[config.mk]
export PLATFORM = sky130hd
export DESIGN_NAME = ifetch_unit
export DESIGN_NICKNAME = d
export VERILOG_FILES = /design/src/rtl/ifetch_unit_pkg.sv /design/src/rtl/ifetch_unit_fetch_fifo.sv /design/src/rtl/ifetch_unit.sv
export SDC_FILE = /design/constraint.sdc
export NUM_CORES = 1
export LEC_CHECK = 0
export ABC_AREA = 1
export CAP_MARGIN = 20
export CORE_ASPECT_RATIO = 0.8
export CORE_UTILIZATION = 57
export CTS_BUF_LIST = sky130_fd_sc_hd__clkbuf_8
export DETAILED_ROUTE_END_ITERATION = 12
export HOLD_SLACK_MARGIN = 0.02
export PLACE_DENSITY = 0.89
export RECOVER_POWER = 50
export SYNTH_ARGS = -nofsm -noshare
export SYNTH_HDL_FRONTEND = slang
export SYNTH_SLANG_ARGS = --single-unit
[constraint.sdc]
create_clock -name clk -period 8.5 [get_ports clk]
set_input_delay 1.7 -clock clk [delete_from_list [all_inputs] [get_ports clk]]
set_output_delay 1.7 -clock clk [all_outputs]
set_load 0.03 [all_outputs]
[src/rtl/ifetch_unit_pkg.sv]
// Shared definitions for the instruction fetch front end.
// Holds the datapath width, the default boot PC, the instruction size in
// bytes and the {pc, instr} fetch packet that is also consumed by decode.
package ifetch_unit_pkg;

  localparam int XLEN        = 32;
  localparam int INSTR_BYTES = 4;

  localparam logic [XLEN-1:0] RESET_PC_DEFAULT = 32'h0000_0000;

  // One fetched instruction together with the PC it was fetched from.
  typedef struct packed {
    logic [XLEN-1:0] pc;
    logic [XLEN-1:0] instr;
  } fetch_pkt_t;

  localparam int FETCH_PKT_W = $bits(fetch_pkt_t);

  // Instructions are word aligned; low address bits are simply dropped.
  function automatic logic [XLEN-1:0] align_pc(input logic [XLEN-1:0] pc);
    return {pc[XLEN-1:2], 2'b00};
  endfunction

endpackage

[src/rtl/ifetch_unit_fetch_fifo.sv]
// Two-entry synchronous FIFO for fetch packets.
// Ports:
//   clk, rst      clock and synchronous active-high reset
//   flush         drops every buffered entry (wins over push/pop)
//   push          write push_data this cycle
//   push_data     packet to write
//   pop           head consumed this cycle (only meaningful while valid)
//   count         number of buffered entries, 0..2
//   valid         registered "count != 0"
//   head          registered oldest entry, stable until popped
// The producer guarantees that it never pushes into a full FIFO without
// popping in the same cycle.
module ifetch_unit_fetch_fifo
  import ifetch_unit_pkg::*;
(
  input  logic                   clk,
  input  logic                   rst,
  input  logic                   flush,
  input  logic                   push,
  input  logic [FETCH_PKT_W-1:0] push_data,
  input  logic                   pop,
  output logic [1:0]             count,
  output logic                   valid,
  output logic [FETCH_PKT_W-1:0] head
);

  logic [FETCH_PKT_W-1:0] head_r, head_s;
  logic [FETCH_PKT_W-1:0] tail_r, tail_s;
  logic [1:0]             count_r, count_s;
  logic                   valid_r;

  // Next-state computation for the two storage slots and the occupancy.
  always_comb begin
    head_s  = head_r;
    tail_s  = tail_r;
    count_s = count_r;
    if (flush) begin
      head_s  = '0;
      tail_s  = '0;
      count_s = 2'd0;
    end else begin
      case ({push, pop})
        2'b10: begin
          if (count_r == 2'd0) begin
            head_s  = push_data;
            count_s = 2'd1;
          end else begin
            tail_s  = push_data;
            count_s = 2'd2;
          end
        end
        2'b01: begin
          if (count_r == 2'd2) begin
            head_s  = tail_r;
            count_s = 2'd1;
          end else begin
            count_s = 2'd0;
          end
        end
        2'b11: begin
          // Simultaneous push/pop keeps occupancy and preserves order.
          if (count_r == 2'd2) begin
            head_s = tail_r;
            tail_s = push_data;
          end else begin
            head_s = push_data;
          end
        end
        default: begin
          count_s = count_r;
        end
      endcase
    end
  end

  // Storage, occupancy and the registered valid flag.
  always_ff @(posedge clk) begin
    if (rst) begin
      head_r  <= '0;
      tail_r  <= '0;
      count_r <= 2'd0;
      valid_r <= 1'b0;
    end else begin
      head_r  <= head_s;
      tail_r  <= tail_s;
      count_r <= count_s;
      valid_r <= (count_s != 2'd0);
    end
  end

  assign count = count_r;
  assign valid = valid_r;
  assign head  = head_r;

endmodule

[src/rtl/ifetch_unit.sv]
// Instruction fetch initiator for a 1-cycle-latency synchronous instruction RAM.
// Generates sequential PCs, buffers returning words in a 2-entry FIFO under a
// credit rule so the FIFO can never overflow, and presents {pc, instr} to
// decode with a valid/ready handshake. A redirect flushes everything in flight.
// Ports:
//   clk, rst                 clock, synchronous active-high reset
//   mem_addr                 registered fetch address (RAM samples every edge)
//   mem_we, mem_din          RAM write port, tied to zero
//   mem_rdata                RAM data for the address sampled last edge
//   if_valid/if_ready        handshake toward decode
//   if_pc, if_instr          presented fetch packet
//   redirect_valid/_pc       single-cycle branch/jump target request
module ifetch_unit #(
  parameter int              XLEN     = 32,
  parameter logic [XLEN-1:0] RESET_PC = 32'h0000_0000
) (
  input  logic            clk,
  input  logic            rst,
  output logic [XLEN-1:0] mem_addr,
  output logic            mem_we,
  output logic [XLEN-1:0] mem_din,
  input  logic [XLEN-1:0] mem_rdata,
  output logic            if_valid,
  input  logic            if_ready,
  output logic [XLEN-1:0] if_pc,
  output logic [XLEN-1:0] if_instr,
  input  logic            redirect_valid,
  input  logic [XLEN-1:0] redirect_pc
);

  import ifetch_unit_pkg::*;

  logic [XLEN-1:0]        pc_r;
  logic [XLEN-1:0]        resp_pc_r;
  logic                   issue_r;

  logic                   issue_s;
  logic                   pop_s;
  logic                   push_s;
  logic [2:0]             credit_s;
  logic [1:0]             count_s;
  logic                   fifo_valid_s;
  logic [FETCH_PKT_W-1:0] head_data_s;
  fetch_pkt_t             push_pkt_s;
  fetch_pkt_t             head_pkt_s;

  // Credit rule and response capture.
  always_comb begin
    pop_s = fifo_valid_s & if_ready;
    // Entries that will occupy the FIFO once the outstanding response lands;
    // a new request is only allowed if a slot is still guaranteed for it.
    credit_s = {1'b0, count_s} + {2'b00, issue_r} - {2'b00, pop_s};
    issue_s  = !rst && !redirect_valid && (credit_s <= 3'd1);
    // A response returning in a redirect cycle belongs to the old stream.
    push_s            = issue_r && !redirect_valid && !rst;
    push_pkt_s.pc     = resp_pc_r;
    push_pkt_s.instr  = mem_rdata;
  end

  // PC register and the record of which address the RAM is serving.
  always_ff @(posedge clk) begin
    if (rst) begin
      pc_r      <= RESET_PC;
      issue_r   <= 1'b0;
      resp_pc_r <= '0;
    end else if (redirect_valid) begin
      pc_r    <= align_pc(redirect_pc);
      issue_r <= 1'b0;
    end else if (issue_s) begin
      // Wraps modulo 2^XLEN with no indication.
      pc_r      <= pc_r + XLEN'(INSTR_BYTES);
      issue_r   <= 1'b1;
      resp_pc_r <= pc_r;
    end else begin
      issue_r <= 1'b0;
    end
  end

  ifetch_unit_fetch_fifo u_fetch_fifo (
    .clk       (clk),
    .rst       (rst),
    .flush     (redirect_valid),
    .push      (push_s),
    .push_data (push_pkt_s),
    .pop       (pop_s),
    .count     (count_s),
    .valid     (fifo_valid_s),
    .head      (head_data_s)
  );

  assign head_pkt_s = fetch_pkt_t'(head_data_s);

  assign mem_addr = pc_r;
  assign mem_we   = 1'b0;
  assign mem_din  = {XLEN{1'b0}};
  assign if_valid = fifo_valid_s;
  assign if_pc    = head_pkt_s.pc;
  assign if_instr = head_pkt_s.instr;

endmodule

==> run_results.csv, run 1 <==
group,metric,value,unit
routing,dr_total_vias,8273,
sta,worst_hold_slack,0.4817,ns
critical_path,worst-setup-path-type,"in2reg",
clock_tree,post_cts.repair.setup_buffers,0,
die,die_width,142.2,µm
routing,detail-route-antenna-nets,0,
min_path,worst_hold_path_class,"reg2reg",
power_and_ir_drop,vdd_drop_max,123.3,µV
routing,drt-total-wl,21.83,mm
critical_path,start_kind,"input pin",
outcome,failing_checks,"max-capacitance violations, max-slew violations",
power_and_ir_drop,clkPwrFrac,0.324,
critical_path,worst_setup_path_end_kind,"flop",
final_layout,mostFrequentLayoutCell,"dfxtp_1",
sta,period_needed,6.646,ns
critical_path,cpPeakStageDelay,1.33,ns
place,io_buffer_count,158,
yosys,syn_avg_cell_area,7.480,µm²
die,die-area,16230,µm²
die,floorplan.initialDensity,0.5909,
critical_path,critical_path.cell_chain,"dlygate4sd3_1 > buf_4 > clkinvlp_2 > nand2_1 > inv_1 > nand2_1 > inv_1 > ha_1 > inv_1 > nand2_1 > nand2_1 > clkbuf_2 > o21ai_0 > a21oi_1",
sta,clock_skew,0.01257,ns
power_and_ir_drop,combPwrFrac,0.145,
die,design.core.area,15160,µm²
global_route,grt_pass1_vias,7400,
power_and_ir_drop,p_leak,0.004579,µW
yosys,leading_cell_types_by_total_area_after_synthesis,"dfxtp_1 42%, a21oi_1 8.5%, o21ai_0 8.2%, nand3_1 6.4%, nand2_1 6.3%",
sta,number_of_setup_violations_in_the_final_report,0,
routing,first_iter_violations,681,
yosys,synth_area_leader_cell,"dfxtp_1",
clock_tree,cts_resized,0,
routing,detail_route.first_pass.iterations,6,
yosys,postSynthRegisterBits,188,
critical_path,data_arrival_time_of_the_critical_path,7.03,ns
yosys,dominantRegCellSynth,"dfxtp_1",
clock_tree,clock_tree.buffer_depth,2,
global_route,gr-usage-all-layers,0.2718,
critical_path,critPathTopFamily,"buffers and inverters",
flow_run,maxCapViolCount,1,
yosys,ys_async_sr_fraction,0,
yosys,seq_area_frac_synth,0.4200,
yosys,synth_cells,1198,
clock_tree,root_buffer,"clkbuf_8",
clock_tree,tritoncts_num_sinks,188,
yosys,syn_area,8961,µm²
routing,post-route-drc-count,0,
clock_tree,cts.htree.levels,4,
sta,period_share,0.7819,
final_layout,antennaDiodeCount,0,
yosys,netlist.area_leader.share,0.4200,
clock_tree,clkTransAtPathRegs,0.10,ns
routing,route.detailed.vias_per_inst,5.414,
power_and_ir_drop,power_switching,510.6,µW
sta,pin_slew_with_the_least_headroom_to_its_limit,1.755,ns
outcome,outcome,"finished with violations",
critical_path,worst_path_max_delay_cell,"clkbuf_2",
global_route,wire_length_of_the_first_global_routing_pass,35.65,mm
yosys,synth_cell_type_count,37,
final_layout,layout-area-overhead-vs-synth,18.78,%
yosys,synth_enable_flop_cells,0,
place,place_hpwl,13.90,mm
sta,max_freq,150.5,MHz
die,io_pins,198,
die,placementRows,40,
global_route,maximum_number_of_pins_on_one_net_before_global_route_repair,126,
yosys,ys_warn_count,0,
global_route,grt-ovfl-total,0,
clock_tree,tritoncts,"done",
critical_path,worst-path-buf-inv,7,
clock_tree,clock_buffers_created_by_tritoncts,17,
global_route,antenna_found_initial,0,
sta,worst_slew_margin_rel,-0.1700,
routing,drt-wirelength-per-cell,14.29,µm
power_and_ir_drop,power_report.internal_total,1251,µW
sta,hold_viol_final,0,
final_layout,finalNetCount,1381,
final_layout,final_cell_mix,"188 x dfxtp_1, 153 x a21oi_1, 149 x nand2_1, 149 x o21ai_0, 135 x inv_1",
critical_path,biggest_fanout_along_the_worst_timing_path,102,
clock_tree,clk_latency,0.46,ns
place,gp_routability_congestion,0.8992,
critical_path,required_arrival_time_at_the_worst_endpoint,8.88,ns
critical_path,crit_top_cell,"nand2_1",
sta,timing.final.max_slew_violations,103,
clock_tree,cts_hold_repair.buffers,0,
sta,grt_setup_unrepaired,"no",
sta,totalNegativeSetupSlack,0,ns
power_and_ir_drop,sequentialPowerShare,0.530,
power_and_ir_drop,power.density,165.5,nW/µm²
final_layout,drive_above_1_share,0.05008,
die,die_height,114.1,µm
power_and_ir_drop,netSwitchingFraction,0.2899,
## power by group through the flow
stage	Sequential [µW]	Combinational, µW	Clock, µW
after floorplan	982	161	0
after global placement	954	254	0
after detailed placement	954	259	0
after CTS	934	260	582
after global routing	938	279	619
final	934	256	571
## layout make-up
cell class,count,area [µm²]
Tap cell,210,262.8
Fill cell,1276,4521
Clock buffer,19,261.5
Inverter,138,519.2
Multi-Input combinational cell,791,4041
Timing Repair Buffer,169,1679
Clock inverter,13,116.4
Sequential cell,188,3764
## worst register-to-register path, delay by kind of cell (launching register included)
| kind | cells | cell delay, ns |
|---|---|---|
| adders and majority gates | 3 | 1.06 |
| AOI/OAI and AO/OA | 2 | 0.31 |
| buffers and inverters | 6 | 1.55 |
| and+or+nand+nor | 5 | 0.87 |
| DFF | 1 | 0.38 |
## registers in the layout, indices dropped and copies added, names as in the netlist
signal,flops
issue_r,1
resp_pc_r,30
u_fetch_fifo.count,2
u_fetch_fifo.valid,1
mem_addr,30
u_fetch_fifo.tail_r,62
u_fetch_fifo.head,62
## final timing paths
check,startpoint,endpoint,slack (ns),cells after the start
setup / recovery,rst,u_fetch_fifo.tail_r[40]$_SDFFE_PP0P_,1.85,14
hold / removal,u_fetch_fifo.tail_r[14]$_SDFFE_PP0P_,u_fetch_fifo.head[14]$_SDFFE_PP0P_,0.48,2
setup reg to reg,u_fetch_fifo.valid$_SDFF_PP0_,mem_addr[18]$_SDFFE_PP0P_,4.25,16
hold reg to reg,u_fetch_fifo.tail_r[14]$_SDFFE_PP0P_,u_fetch_fifo.head[14]$_SDFFE_PP0P_,0.48,2
## logic make-up after synthesis
group,Yosys count,share of synthesized area
AO/OA/AOI/OAI,393,0.2445
AND/OR/NAND/NOR,347,0.1717
buffers and inverters,255,0.1455
flip-flops,188,0.4200
adder cells (fa/ha/maj),8,0.01201
XOR/XNOR,6,0.005864
other,1,0.0004185
## stage by stage
| step | total power [µW] | utilization | cells | setup WS [ns] | instance area [µm²] |
|---|---|---|---|---|---|
| after floorplan | 1143 | - | 1234 | 4.391 | 9096 |
| after global placement | 1208 | 0.6755 | 1494 | 2.635 | 10240 |
| after detailed placement | 1213 | 0.6755 | 1494 | 2.562 | 10240 |
| after CTS | 1776 | 0.7004 | 1526 | 3.009 | 10620 |
| after global routing | 1836 | 0.7019 | 1528 | 1.364 | 10640 |
| final | 1761 | 0.7019 | 1528 | 1.854 | 10640 |
## cell usage after synthesis (3+ instances only)
master,instances
nand3_1,114
o21ai_0,146
buf_6,8
ha_1,7
inv_2,3
buf_2,20
a31oi_1,3
nand2_1,151
nor2_1,57
a21oi_1,153
clkbuf_1,37
buf_12,7
buf_4,37
clkbuf_2,6
dfxtp_1,188
a211oi_1,14
nand3b_1,8
inv_1,134
xor2_1,6
nor2_2,8
o21a_1,63
o21ai_1,5
## per-layer routing
layer  vias to the layer above  share of wire  GRT usage
li1                       4119              -          -
met1                      3836           0.45     0.3658
met2                       299           0.48     0.4477
met3                        19          0.067    0.05479
met4                         0         0.0093    0.06595
met5                         -              0          0
(Power assumes the default switching activity.)
==> inputs of run 2 (changes only) <==
Settings changed: CORE_UTILIZATION 57 to 47, PLACE_DENSITY 0.89 to 0.78.
Clock period 8.5 ns to 6.1 ns, I/O delays scaled along.
==> run 2 against run 1 <==
Compared with the run above:
- the flow now finishes without violations
- core utilization down 12 points
- register-to-register slack worse by 1.5 ns
- clock power up 32%
- global-route usage down 4.5 points
- hold slack worse by 0.0053 ns
- count of clock-buffer cells in the layout down 1
- via count down 1.5%
- critical endpoint is now u_fetch_fifo.head[27]$_SDFFE_PP0P_
==> run_results.csv, run 2 (synthesis gave the netlist of run 1 again) <==
group,metric,value,unit
die,io_pins,198,
clock_tree,cts_resized,0,
clock_tree,clk_latency,0.47,ns
sta,pin_slew_with_the_least_headroom_to_its_limit,1.071,ns
sta,max_freq,208.1,MHz
critical_path,worst-setup-path-type,"in2reg",
sta,worst_hold_slack,0.4764,ns
final_layout,layout-area-overhead-vs-synth,19.16,%
final_layout,storage_cell_area,3764,µm²
global_route,grt_pass1_vias,7395,
final_layout,drive_above_1_share,0.04784,
critical_path,timing.critical_path.depth,13,
sta,worst_slew_margin_rel,0.2818,
die,design.core.area,18390,µm²
sta,totalNegativeSetupSlack,0,ns
routing,detail_route.first_pass.iterations,5,
critical_path,crit_top_cell,"nand2_1",
sta,period_share,0.7878,
critical_path,reg2reg_from,"u_fetch_fifo.valid$_SDFF_PP0_",
place,place_hpwl,13.97,mm
global_route,antenna_found_initial,0,
clock_tree,clock_tree.buffer_depth,2,
clock_tree,tritoncts_num_sinks,188,
final_layout,multi_input_comb_area,4044,µm²
clock_tree,cts_hold_repair.buffers,0,
min_path,min_delay_path_depth,2,
critical_path,setup.worst_path.end,"u_fetch_fifo.head[27]$_SDFFE_PP0P_",
final_layout,final_cell_mix,"188 x dfxtp_1, 153 x a21oi_1, 148 x nand2_1, 148 x o21ai_0, 136 x inv_1",
sta,grt_setup_unrepaired,"no",
final_layout,mostFrequentLayoutCell,"dfxtp_1",
clock_tree,tritoncts,"done",
die,die_height,125.5,µm
sta,timing.final.max_slew_violations,0,
place,io_buffer_count,158,
routing,route.detailed.vias_per_inst,5.188,
routing,post-route-drc-count,0,
critical_path,r2r_cells,15,
min_path,worst_hold_path_class,"reg2reg",
routing,dr_total_vias,8145,
routing,detail-route-antenna-nets,0,
power_and_ir_drop,vdd_drop_max,140.6,µV
sta,number_of_setup_violations_in_the_final_report,0,
critical_path,critical_path.cell_chain,"clkdlybuf4s50_1 > buf_4 > clkinvlp_2 > nand2_1 > inv_1 > nand2_1 > inv_1 > ha_1 > nand2_1 > nand2_2 > buf_4 > nand3_1 > a21oi_1",
critical_path,worst_setup_path_end_kind,"flop",
die,die_width,156.4,µm
critical_path,first_element_of_the_critical_path,"rst",
clock_tree,cts.htree.levels,4,
die,die-area,19630,µm²
global_route,wire_length_of_the_first_global_routing_pass,36.21,mm
critical_path,worst-path-buf-inv,6,
critical_path,cpPeakStageDelay,0.97,ns
routing,drt-total-wl,21.85,mm
clock_tree,clock_buffers_created_by_tritoncts,17,
power_and_ir_drop,power.density,225.3,nW/µm²
sta,period_needed,4.806,ns
clock_tree,post_cts.repair.setup_buffers,0,
place,gp_routability_congestion,0.8931,
critical_path,required_arrival_time_at_the_worst_endpoint,6.46,ns
sta,hold_viol_final,0,
die,floorplan.initialDensity,0.4873,
die,placementRows,44,
routing,drt-wirelength-per-cell,13.92,µm
critical_path,r2r_setup_slack,2.73,ns
final_layout,nFillCells,1742,
critical_path,data_arrival_time_of_the_critical_path,5.16,ns
flow_run,maxCapViolCount,0,
routing,first_iter_violations,619,
final_layout,finalNetCount,1380,
outcome,outcome,"completed",
power_and_ir_drop,p_leak,0.004563,µW
critical_path,critPathTopFamily,"buffers and inverters",
global_route,maximum_number_of_pins_on_one_net_before_global_route_repair,126,
global_route,grt-ovfl-total,0,
global_route,gr-usage-all-layers,0.2266,
clock_tree,clkTransAtPathRegs,0.10,ns
final_layout,antennaDiodeCount,0,
clock_tree,root_buffer,"clkbuf_8",
critical_path,start_kind,"input pin",
critical_path,worst_path_max_delay_cell,"clkinvlp_2",
critical_path,r2r-end,"mem_addr[18]$_SDFFE_PP0P_",
sta,clock_skew,0.01900,ns
critical_path,biggest_fanout_along_the_worst_timing_path,37,
## run 2: changes by cell type in the layout (fill, tap and decap cells not counted), sizes merged
cell,before,now
inv,141,142
dlygate4sd3,94,93
buf,9,10
clkdlybuf4s50,64,65
bufinv,1,0
clkinvlp,3,4
clkbuf,21,18
## run 2: worst register-to-register path, cell delays in order, from the launching register on
cell	delay, ns
dfxtp_1	0.38
nand2_1	0.17
inv_2	0.09
ha_1	0.22
inv_1	0.05
ha_1	0.12
inv_1	0.04
fa_1	0.47
inv_1	0.04
nor2_1	0.12
nand2_2	0.45
inv_1	0.71
o21ai_0	0.19
nand2_1	0.09
nand2_1	0.06
a21oi_1	0.11
## run 2: where the power goes
group | leakage [µW] | switching [µW] | internal (µW) | total [µW]
clock | 0.000178 | 459 | 293 | 752
combinational | 0.00286 | 227 | 126 | 354
sequential | 0.00153 | 31.8 | 1270 | 1300
## run 2: worst min path at each step
stage / start / to
6_report: u_fetch_fifo.tail_r[34]$_SDFFE_PP0P_ / u_fetch_fifo.head[34]$_SDFFE_PP0P_
5_1_grt: u_fetch_fifo.tail_r[23]$_SDFFE_PP0P_ / u_fetch_fifo.head[23]$_SDFFE_PP0P_
4_1_cts: u_fetch_fifo.tail_r[34]$_SDFFE_PP0P_ / u_fetch_fifo.head[34]$_SDFFE_PP0P_
3_5_place_dp: u_fetch_fifo.tail_r[43]$_SDFFE_PP0P_ / u_fetch_fifo.head[43]$_SDFFE_PP0P_
3_3_place_gp: u_fetch_fifo.tail_r[24]$_SDFFE_PP0P_ / u_fetch_fifo.head[24]$_SDFFE_PP0P_
2_1_floorplan: resp_pc_r[2]$_SDFFE_PP0P_ / resp_pc_r[2]$_SDFFE_PP0P_
## run 2: cell type report
class                   count  area share
clock inverters            14    0.009140
repair buffers            168      0.1582
inverters                 138     0.04863
clock buffers              18     0.02320
multi-input cells         791      0.3787
flip-flops and latches    188      0.3525
well taps                 253     0.02965
## run 2: stage by stage
stage	area, µm²	util	power (µW)	setup WS (ns)	cells
after floorplan	9096	-	1592	2.471	1234
after global placement	10310	0.5607	1687	1.436	1537
after detailed placement	10310	0.5607	1691	1.349	1537
after CTS	10660	0.5795	2434	1.844	1569
after global routing	10680	0.5807	2509	0.8688	1570
final	10680	0.5807	2406	1.294	1570
## run 2: per-layer routing
layer  vias up  global-route usage  wire length, µm
li1       4104                   -                -
met1      3779              0.3184            10320
met2       250              0.3543            10060
met3        12             0.05338             1346
met4         0             0.04383              119
met5         -                   0                0
